===== src/rtl/core_pkg.sv =====
// Shared core definitions: data width, instruction field positions,
// fetch FSM encoding and the fetch buffer entry layout.
package core_pkg;

   localparam int XLEN = 32;

   localparam int OPC_LSB = 0;
   localparam int OPC_MSB = 6;
   localparam int F3_LSB  = 12;
   localparam int F3_MSB  = 14;

   localparam logic [XLEN-1:0] INSTR_NOP = 32'h0000_0013;

   typedef enum logic [1:0] {
      FS_BOOT     = 2'd0,
      FS_RUN      = 2'd1,
      FS_REDIRECT = 2'd2
   } fetch_state_e;

   typedef struct packed {
      logic [XLEN-1:0] pc;
      logic [XLEN-1:0] instr;
   } fetch_entry_t;

   function automatic logic [XLEN-1:0] word_align(
      input logic [XLEN-1:0] a
   );
      return {a[XLEN-1:2], 2'b00};
   endfunction

endpackage


===== src/rtl/fetch_unit_if.sv =====
// Instruction memory request/response bus.
// master: fetch side (drives requests), slave: memory side.
interface fetch_unit_if;
   import core_pkg::*;

   logic            imem_req_valid;
   logic [XLEN-1:0] imem_req_addr;
   logic            imem_req_ready;
   logic            imem_rsp_valid;
   logic [XLEN-1:0] imem_rsp_data;

   modport master (
      output imem_req_valid,
      output imem_req_addr,
      input  imem_req_ready,
      input  imem_rsp_valid,
      input  imem_rsp_data
   );

   modport slave (
      input  imem_req_valid,
      input  imem_req_addr,
      output imem_req_ready,
      output imem_rsp_valid,
      output imem_rsp_data
   );

endinterface


===== src/rtl/fetch_fifo.sv =====
// Small synchronous FIFO of {pc, instr} fetch entries.
// Ports: push/push_data, pop, flush (beats push), head/head_valid, count.
module fetch_fifo
   import core_pkg::*;
#(
   parameter int DEPTH = 2
) (
   input  logic                     clk,
   input  logic                     rst_n,
   input  logic                     push,
   input  fetch_entry_t             push_data,
   input  logic                     pop,
   input  logic                     flush,
   output logic                     head_valid,
   output fetch_entry_t             head,
   output logic [$clog2(DEPTH):0]   count
);

   localparam int AW = $clog2(DEPTH);
   localparam int CW = AW + 1;

   fetch_entry_t  mem [DEPTH];
   logic [AW-1:0] rd_ptr;
   logic [AW-1:0] wr_ptr;
   logic          wr_en;
   logic          rd_en;

   assign wr_en = push & ~flush;
   assign rd_en = pop & ~flush & head_valid;

   always_ff @(posedge clk or negedge rst_n) begin
      if (!rst_n) begin
         rd_ptr <= '0;
         wr_ptr <= '0;
         count  <= '0;
      end else if (flush) begin
         rd_ptr <= '0;
         wr_ptr <= '0;
         count  <= '0;
      end else begin
         if (wr_en) wr_ptr <= wr_ptr + AW'(1);
         if (rd_en) rd_ptr <= rd_ptr + AW'(1);
         count <= count + CW'(wr_en) - CW'(rd_en);
      end
   end

   always_ff @(posedge clk) begin
      if (wr_en) mem[wr_ptr] <= push_data;
   end

   // Empty head reads as zero so the decoder sees a clean bundle.
   assign head_valid = (count != '0);
   assign head       = head_valid ? mem[rd_ptr] : '0;

endmodule


===== src/rtl/fetch_unit.sv =====
// Instruction fetch stage: owns the PC, issues credited in-order fetches,
// buffers returned words and squashes wrong-path fetches on redirect.
// Ports: clk/rst_n, imem bus (master), pc_src/pc_target redirect,
// instr_* head bundle with opcode/funct3 and instr_ready consume.
module fetch_unit
   import core_pkg::*;
#(
   parameter logic [XLEN-1:0] RESET_PC  = 32'h0000_0000,
   parameter int              BUF_DEPTH = 2
) (
   input  logic            clk,
   input  logic            rst_n,
   fetch_unit_if.master    imem,
   input  logic            pc_src,
   input  logic [XLEN-1:0] pc_target,
   output logic            instr_valid,
   output logic [XLEN-1:0] instr,
   output logic [XLEN-1:0] instr_pc,
   output logic [XLEN-1:0] instr_pc_plus4,
   output logic [6:0]      opcode,
   output logic [2:0]      funct3,
   input  logic            instr_ready
);

   localparam int CW  = $clog2(BUF_DEPTH) + 1;
   localparam int CW1 = CW + 1;

   fetch_state_e    state;
   fetch_state_e    state_nxt;
   logic [XLEN-1:0] fetch_pc;
   logic [XLEN-1:0] rsp_pc;
   logic [CW-1:0]   inflight;
   logic [CW-1:0]   inflight_nxt;
   logic [CW-1:0]   drop_cnt;
   logic [CW-1:0]   fifo_count;
   logic            pop;
   logic            redir;
   logic            credit_ok;
   logic            req_valid;
   logic            req_fire;
   logic            rsp_drop;
   logic            push;
   fetch_entry_t    head;

   assign pop   = instr_valid & instr_ready;
   assign redir = pop & pc_src;

   // Outstanding requests plus buffered words never exceed the buffer.
   assign credit_ok =
      ({1'b0, inflight} + {1'b0, fifo_count}) < CW1'(BUF_DEPTH);

   always_comb begin
      state_nxt = state;
      req_valid = 1'b0;
      unique case (state)
         FS_BOOT: state_nxt = FS_RUN;
         FS_RUN: begin
            req_valid = credit_ok & ~redir;
            if (redir) state_nxt = FS_REDIRECT;
         end
         FS_REDIRECT: state_nxt = FS_RUN;
         default: state_nxt = FS_BOOT;
      endcase
   end

   assign req_fire = req_valid & imem.imem_req_ready;
   assign rsp_drop = imem.imem_rsp_valid & (drop_cnt != '0);
   assign push     = imem.imem_rsp_valid & ~rsp_drop;

   assign inflight_nxt =
      inflight + CW'(req_fire) - CW'(imem.imem_rsp_valid);

   always_ff @(posedge clk or negedge rst_n) begin
      if (!rst_n) begin
         state    <= FS_BOOT;
         fetch_pc <= RESET_PC;
         rsp_pc   <= RESET_PC;
         inflight <= '0;
         drop_cnt <= '0;
      end else begin
         state    <= state_nxt;
         inflight <= inflight_nxt;
         if (redir) begin
            fetch_pc <= word_align(pc_target);
            rsp_pc   <= word_align(pc_target);
            // Everything still outstanding is wrong-path.
            drop_cnt <= inflight_nxt;
         end else begin
            if (req_fire) fetch_pc <= fetch_pc + 32'd4;
            if (push)     rsp_pc   <= rsp_pc + 32'd4;
            if (rsp_drop) drop_cnt <= drop_cnt - CW'(1);
         end
      end
   end

   assign imem.imem_req_valid = req_valid;
   assign imem.imem_req_addr  = fetch_pc;

   fetch_fifo #(
      .DEPTH (BUF_DEPTH)
   ) u_fifo (
      .clk        (clk),
      .rst_n      (rst_n),
      .push       (push),
      .push_data  ('{pc: rsp_pc, instr: imem.imem_rsp_data}),
      .pop        (pop),
      .flush      (redir),
      .head_valid (instr_valid),
      .head       (head),
      .count      (fifo_count)
   );

   assign instr          = head.instr;
   assign instr_pc       = head.pc;
   assign instr_pc_plus4 = head.pc + 32'd4;
   assign opcode         = head.instr[OPC_MSB:OPC_LSB];
   assign funct3         = head.instr[F3_MSB:F3_LSB];

endmodule


===== src/flat_wrapper.sv =====
// flat-port wrapper written by rule: the top's interface ports become plain ports
module fetch_unit_flat import core_pkg::*;
#(
   parameter logic [XLEN-1:0] RESET_PC  = 32'h0000_0000,
   parameter int              BUF_DEPTH = 2
)
  (clk, rst_n, pc_src, pc_target, instr_valid, instr, instr_pc, instr_pc_plus4, opcode, funct3, instr_ready, imem_imem_req_valid, imem_imem_req_addr, imem_imem_req_ready, imem_imem_rsp_valid, imem_imem_rsp_data);
  fetch_unit_if imem_i ();
  input  logic clk;
  input  logic rst_n;
  input  logic pc_src;
  input  logic [XLEN-1:0] pc_target;
  output logic instr_valid;
  output logic [XLEN-1:0] instr;
  output logic [XLEN-1:0] instr_pc;
  output logic [XLEN-1:0] instr_pc_plus4;
  output logic [6:0] opcode;
  output logic [2:0] funct3;
  input  logic instr_ready;
  output wire logic [$bits(imem_i.imem_req_valid)-1:0] imem_imem_req_valid;
  output wire logic [$bits(imem_i.imem_req_addr)-1:0] imem_imem_req_addr;
  input wire logic [$bits(imem_i.imem_req_ready)-1:0] imem_imem_req_ready;
  input wire logic [$bits(imem_i.imem_rsp_valid)-1:0] imem_imem_rsp_valid;
  input wire logic [$bits(imem_i.imem_rsp_data)-1:0] imem_imem_rsp_data;
  assign imem_imem_req_valid = imem_i.imem_req_valid;
  assign imem_imem_req_addr = imem_i.imem_req_addr;
  assign imem_i.imem_req_ready = imem_imem_req_ready;
  assign imem_i.imem_rsp_valid = imem_imem_rsp_valid;
  assign imem_i.imem_rsp_data = imem_imem_rsp_data;
  fetch_unit #(.RESET_PC(RESET_PC), .BUF_DEPTH(BUF_DEPTH)) u_core (.clk(clk), .rst_n(rst_n), .imem(imem_i), .pc_src(pc_src), .pc_target(pc_target), .instr_valid(instr_valid), .instr(instr), .instr_pc(instr_pc), .instr_pc_plus4(instr_pc_plus4), .opcode(opcode), .funct3(funct3), .instr_ready(instr_ready));
endmodule

===== config.mk =====
export PLATFORM = sky130hd
export DESIGN_NAME = fetch_unit_flat
export DESIGN_NICKNAME = d
export VERILOG_FILES = /design/src/rtl/core_pkg.sv /design/src/rtl/fetch_unit_if.sv /design/src/rtl/fetch_fifo.sv /design/src/rtl/fetch_unit.sv /design/src/flat_wrapper.sv
export SDC_FILE = /design/constraint.sdc
export NUM_CORES = 1
export LEC_CHECK = 0
export CELL_PAD_IN_SITES_DETAIL_PLACEMENT = 0
export CELL_PAD_IN_SITES_GLOBAL_PLACEMENT = 1
export CORE_MARGIN = 2
export CORE_UTILIZATION = 36
export CTS_CLUSTER_DIAMETER = 200
export DETAILED_ROUTE_END_ITERATION = 10
export PLACE_DENSITY = 0.74
export REMOVE_ABC_BUFFERS = 1
export SETUP_SLACK_MARGIN = 0.15
export SYNTH_ARGS = -nofsm -noshare
export SYNTH_HDL_FRONTEND = slang
export SYNTH_HIERARCHICAL = 1
export SYNTH_SLANG_ARGS = --single-unit

===== constraint.sdc =====
create_clock -name clk -period 5.2 [get_ports clk]
set_input_delay 0.78 -clock clk [delete_from_list [all_inputs] [get_ports clk]]
set_output_delay 0.78 -clock clk [all_outputs]
set_load 0.02 [all_outputs]

==> results of run 1 <==
final timing paths:
| check | start | endpoint | slack (ns) | depth (start not counted) |
|---|---|---|---|---|
| worst max-delay path | u_core/u_fifo/rd_ptr$_DFFE_PN0P_ | instr_pc_plus4[28] | 0.71 | 7 |
| worst min-delay path | u_core/state[1]$_DFFE_PN0P_ | u_core/state[1]$_DFFE_PN0P_ | 0.50 | 1 |
| worst max register to register | u_core/u_fifo/count[1]$_DFF_PN0_ | u_core/u_fifo/mem[1][15]$_DFFE_PP_ | 2.05 | 8 |
| worst min register to register | u_core/state[1]$_DFFE_PN0P_ | u_core/state[1]$_DFFE_PN0P_ | 0.50 | 1 |
| max in group asynchronous | rst_n | u_core/u_fifo/rd_ptr$_DFFE_PN0P_ | 3.95 | 2 |
| min in group asynchronous | rst_n | u_core/imem.imem_req_addr[2]$_DFFE_PN0P_ | 0.57 | 2 |
report_power, final:
| part | switching (µW) | internal [µW] | total, µW |
|---|---|---|---|
| registers | 460 | 2140 | 2600 |
| logic | 2080 | 1630 | 3710 |
| clock network | 614 | 675 | 1290 |
| total | 3150 | 4450 | 7600 |
final cells by class:
class / count / area share
clock buffer: 17 / 0.03406
clock inverter: 15 / 0.01202
inverter: 17 / 0.005109
multi-input combinational: 559 / 0.2922
sequential: 198 / 0.4483
tap: 335 / 0.03356
timing repair buffer: 218 / 0.1747
cells by family after synthesis:
logic type,count (synthesis)
AOI/OAI and AO/OA,109
xor gates and xnor gates,50
adders and majority gates,9
buffers and inverters,77
DFF,198
muxes,67
other,1
and+or+nand+nor,318
cell usage in the layout (no fill, tap or decap), types with 16 or more instances in the layout:
cell type,instances
clkdlybuf4s50_1,204
edfxtp_1,128
nor2_1,107
dfrtp_1,69
mux2i_1,66
a31oi_1,35
nand3_1,34
nand2_1,34
nand4_1,27
or4_1,27
xor2_1,26
a21oi_1,24
o31ai_1,23
xnor2_1,23
nor3_1,18
clkbuf_16,17
inv_1,16
sequential cells by signal, indices dropped and copies added (netlist names):
name / flops
u_core/drop_cnt: 2
u_core/u_fifo/rd_ptr: 1
u_core/inflight: 2
u_core/u_fifo/count: 2
u_core/rsp_pc: 30
u_core/imem.imem_req_addr: 30
u_core/u_fifo/mem: 128
u_core/state: 2
u_core/u_fifo/wr_ptr: 1
worst max-delay path: cells and delay by family, from the launching register on:
family	cells	cell delay (ns)
xor gates and xnor gates	1	0.18
buffers and inverters	1	0.64
DFF	1	0.63
muxes	1	0.16
and+or+nand+nor	4	1.66
per-layer routing:
metal	vias to the layer above	share of wire
met5	-	0
li1	3454	-
met2	238	0.47
met4	0	0.010
met3	19	0.057
met1	3485	0.46
timing repair:
action                                  CTS  global route
gates resized for setup                   0             0
hold buffers                              0             0
setup buffers                             0             3
endpoints found under the setup margin    0             2
metrics by stage:
| step | cells | setup TNS (ns) | util |
|---|---|---|---|
| finish | 1359 | 0 | 0.4766 |
| global route | 1359 | 0 | 0.4766 |
| CTS | 1356 | 0 | 0.4752 |
| detailed placement | 1324 | 0 | 0.4533 |
| global placement | 1324 | 0 | 0.4533 |
| floorplan | 774 | -489.69 | - |
==> flow_results.xml, run 1 <==
<?xml version="1.0" encoding="UTF-8"?>
<metrics>
  <group name="outcome">
    <metric name="status" unit="">finished clean</metric>
  </group>
  <group name="synth">
    <metric name="synthesis.area_per_instance" unit="µm²">11.63</metric>
    <metric name="fraction_of_synthesized_cell_area_in_xor_and_xnor_cells" unit="">0.04683</metric>
    <metric name="yosysMostFrequentCell" unit="">edfxtp_1</metric>
    <metric name="synthesis.instances" unit="">829</metric>
    <metric name="flip_flop_and_latch_count_after_synthesis" unit="">198</metric>
    <metric name="synth-simple-area-share" unit="">0.1728</metric>
    <metric name="synth_top_cells_by_area" unit="">edfxtp_1 (40%), dfrtp_1 (18%), mux2i_1 (6.9%)</metric>
    <metric name="synth-compound-area-share" unit="">0.07071</metric>
    <metric name="async_flop_share" unit="">0.3535</metric>
    <metric name="syn-cell-area" unit="µm²">9644</metric>
    <metric name="synth.area.mux_share" unit="">0.06967</metric>
    <metric name="synth-edff-count" unit="">128</metric>
    <metric name="post_synth_most_frequent_cells" unit="">edfxtp_1 (128), nor2_1 (110), dfrtp_1 (70), mux2i_1 (66)</metric>
    <metric name="main_synth_ff_type" unit="">edfxtp_1</metric>
    <metric name="synth_top_cell_by_area" unit="">edfxtp_1</metric>
    <metric name="synth_top_family_by_area" unit="">simple AND/OR/NAND/NOR gates</metric>
    <metric name="synth_cell_type_count" unit="">48</metric>
    <metric name="synth_fa_ha_area_frac" unit="">0.01245</metric>
    <metric name="yosysTopAreaCellShare" unit="">0.3985</metric>
    <metric name="sequential_cell_area_fraction_in_the_yosys_report" unit="">0.5802</metric>
    <metric name="synth.yosys.warnings" unit="">6</metric>
  </group>
  <group name="sta">
    <metric name="hold_viol" unit="">0</metric>
    <metric name="post-route-period-util" unit="">0.8643</metric>
    <metric name="achievable_freq" unit="GHz">0.2225</metric>
    <metric name="final-setup-viol-count" unit="">0</metric>
    <metric name="tightest_slew" unit="ns">0.9476</metric>
    <metric name="rsz_0062_raised_after_global_routing" unit="">no</metric>
    <metric name="whs" unit="ns">0.4997</metric>
    <metric name="clock_skew" unit="ns">0.01294</metric>
    <metric name="timing.final.ws_setup" unit="ns">0.7057</metric>
    <metric name="finalWorstPathRequiredPeriod" unit="ns">4.494</metric>
    <metric name="max-slew-margin-rel" unit="">0.3683</metric>
    <metric name="timing_max_transition_violations_final" unit="">0</metric>
  </group>
  <group name="die">
    <metric name="placement_rows" unit="">59</metric>
    <metric name="io-pin-count" unit="">210</metric>
    <metric name="chipHeight" unit="µm">167.7</metric>
    <metric name="fp.dieW" unit="µm">167.7</metric>
    <metric name="die-area" unit="µm²">28110</metric>
    <metric name="start_util" unit="">0.3680</metric>
    <metric name="placeableCoreArea" unit="µm²">26210</metric>
  </group>
  <group name="grt">
    <metric name="groute.usage.overall" unit="">0.1749</metric>
    <metric name="use_met3" unit="">0.03994</metric>
    <metric name="antenna_violations_before_repair" unit="">0</metric>
    <metric name="first_pass_grt_wire_length" unit="µm">38570</metric>
    <metric name="maximum_number_of_pins_on_one_net_before_global_route_repair" unit="">72</metric>
    <metric name="grtUsageMet1" unit="">0.2424</metric>
    <metric name="grt_pass1_vias" unit="">6842</metric>
    <metric name="grt.busiest_layer" unit="">met2</metric>
    <metric name="global_route.overflow_total" unit="">0</metric>
    <metric name="globalRouteMet2Util" unit="">0.2791</metric>
  </group>
  <group name="cts">
    <metric name="tritoncts" unit="">done</metric>
    <metric name="cts_sinks" unit="">198</metric>
    <metric name="max-clock-path-buffers" unit="">2</metric>
    <metric name="cts_made_buffers" unit="">17</metric>
    <metric name="worst_skew_late_latency" unit="ns">0.43</metric>
    <metric name="clkSlewWorstSetupHoldPaths" unit="ns">0.08</metric>
    <metric name="clock_tree.root_cell" unit="">clkbuf_16</metric>
    <metric name="cts-htree-levels" unit="">4</metric>
  </group>
  <group name="finish">
    <metric name="final-seq-area" unit="µm²">5599</metric>
    <metric name="layout.filler_cells" unit="">2378</metric>
    <metric name="post_route_cells_drive_above_1_share" unit="">0.05273</metric>
    <metric name="insertedDiodeCount" unit="">0</metric>
    <metric name="final_standard_cell_area_without_fillers" unit="µm²">12490</metric>
    <metric name="multiInputGateArea" unit="µm²">3650</metric>
    <metric name="growth_of_design_area_from_synthesis_to_finish" unit="%">29.50</metric>
    <metric name="finalNetCount" unit="">1090</metric>
  </group>
  <group name="drt">
    <metric name="first_iter_violations" unit="">520</metric>
    <metric name="routed-via-count" unit="">7196</metric>
    <metric name="drt.antenna.violating_nets" unit="">0</metric>
    <metric name="dr.pass1.iters" unit="">5</metric>
    <metric name="detail_route.wl_per_cell" unit="µm">18.24</metric>
    <metric name="drc_errors" unit="">0</metric>
    <metric name="route.detailed.vias_per_inst" unit="">5.295</metric>
    <metric name="routed_wirelength" unit="µm">24790</metric>
  </group>
  <group name="critical_path">
    <metric name="cp_cell_sequence" unit="">mux2i_1, nor2_1, and4_1, nand4_1, nor3_1, xor2_1, clkdlybuf4s50_1</metric>
    <metric name="arrival" unit="ns">3.71</metric>
    <metric name="slowest_delay" unit="ns">0.64</metric>
    <metric name="worst-endpoint-required" unit="ns">4.42</metric>
    <metric name="worst_path_max_delay_cell" unit="">clkdlybuf4s50_1</metric>
    <metric name="critical_path_type" unit="">reg -&gt; out</metric>
    <metric name="critical_path_peak_fanout" unit="">18</metric>
    <metric name="critPathLaunchType" unit="">flop</metric>
    <metric name="nature_of_the_critical_path_endpoint" unit="">output pin</metric>
  </group>
  <group name="place">
    <metric name="port_buffers" unit="">205</metric>
    <metric name="global_placer_s_final_weighted_congestion" unit="">0.8110</metric>
    <metric name="detailed_place_hpwl" unit="µm">17520</metric>
    <metric name="detailedPlace.worstSlack" unit="ns">0.8357</metric>
    <metric name="dpl-instance-area" unit="µm²">11880</metric>
  </group>
  <group name="job">
    <metric name="cap_violations" unit="">0</metric>
  </group>
  <group name="power">
    <metric name="fin_total_pwr" unit="µW">7600</metric>
    <metric name="cellPowerDensity" unit="nW/µm²">608.5</metric>
    <metric name="leakagePower" unit="µW">0.004398</metric>
    <metric name="vdd_ir_drop_max" unit="µV">262.4</metric>
  </group>
  <group name="min_path">
    <metric name="min-delay-path-class" unit="">reg -&gt; reg</metric>
  </group>
</metrics>
Note: power is estimated with default switching activity, not from simulation.
==> run 2, diff against run 1 <==
--- a/config.mk
+++ b/config.mk
@@ -10,7 +10,9 @@
 export CORE_MARGIN = 2
 export CORE_UTILIZATION = 36
 export CTS_CLUSTER_DIAMETER = 200
+export CTS_CLUSTER_SIZE = 10
 export DETAILED_ROUTE_END_ITERATION = 10
+export HOLD_SLACK_MARGIN = 0.03
 export PLACE_DENSITY = 0.74
 export REMOVE_ABC_BUFFERS = 1
 export SETUP_SLACK_MARGIN = 0.15
==> results of run 2 <==
Same layout as run 1: the final DEF is identical, and so are final timing and power.
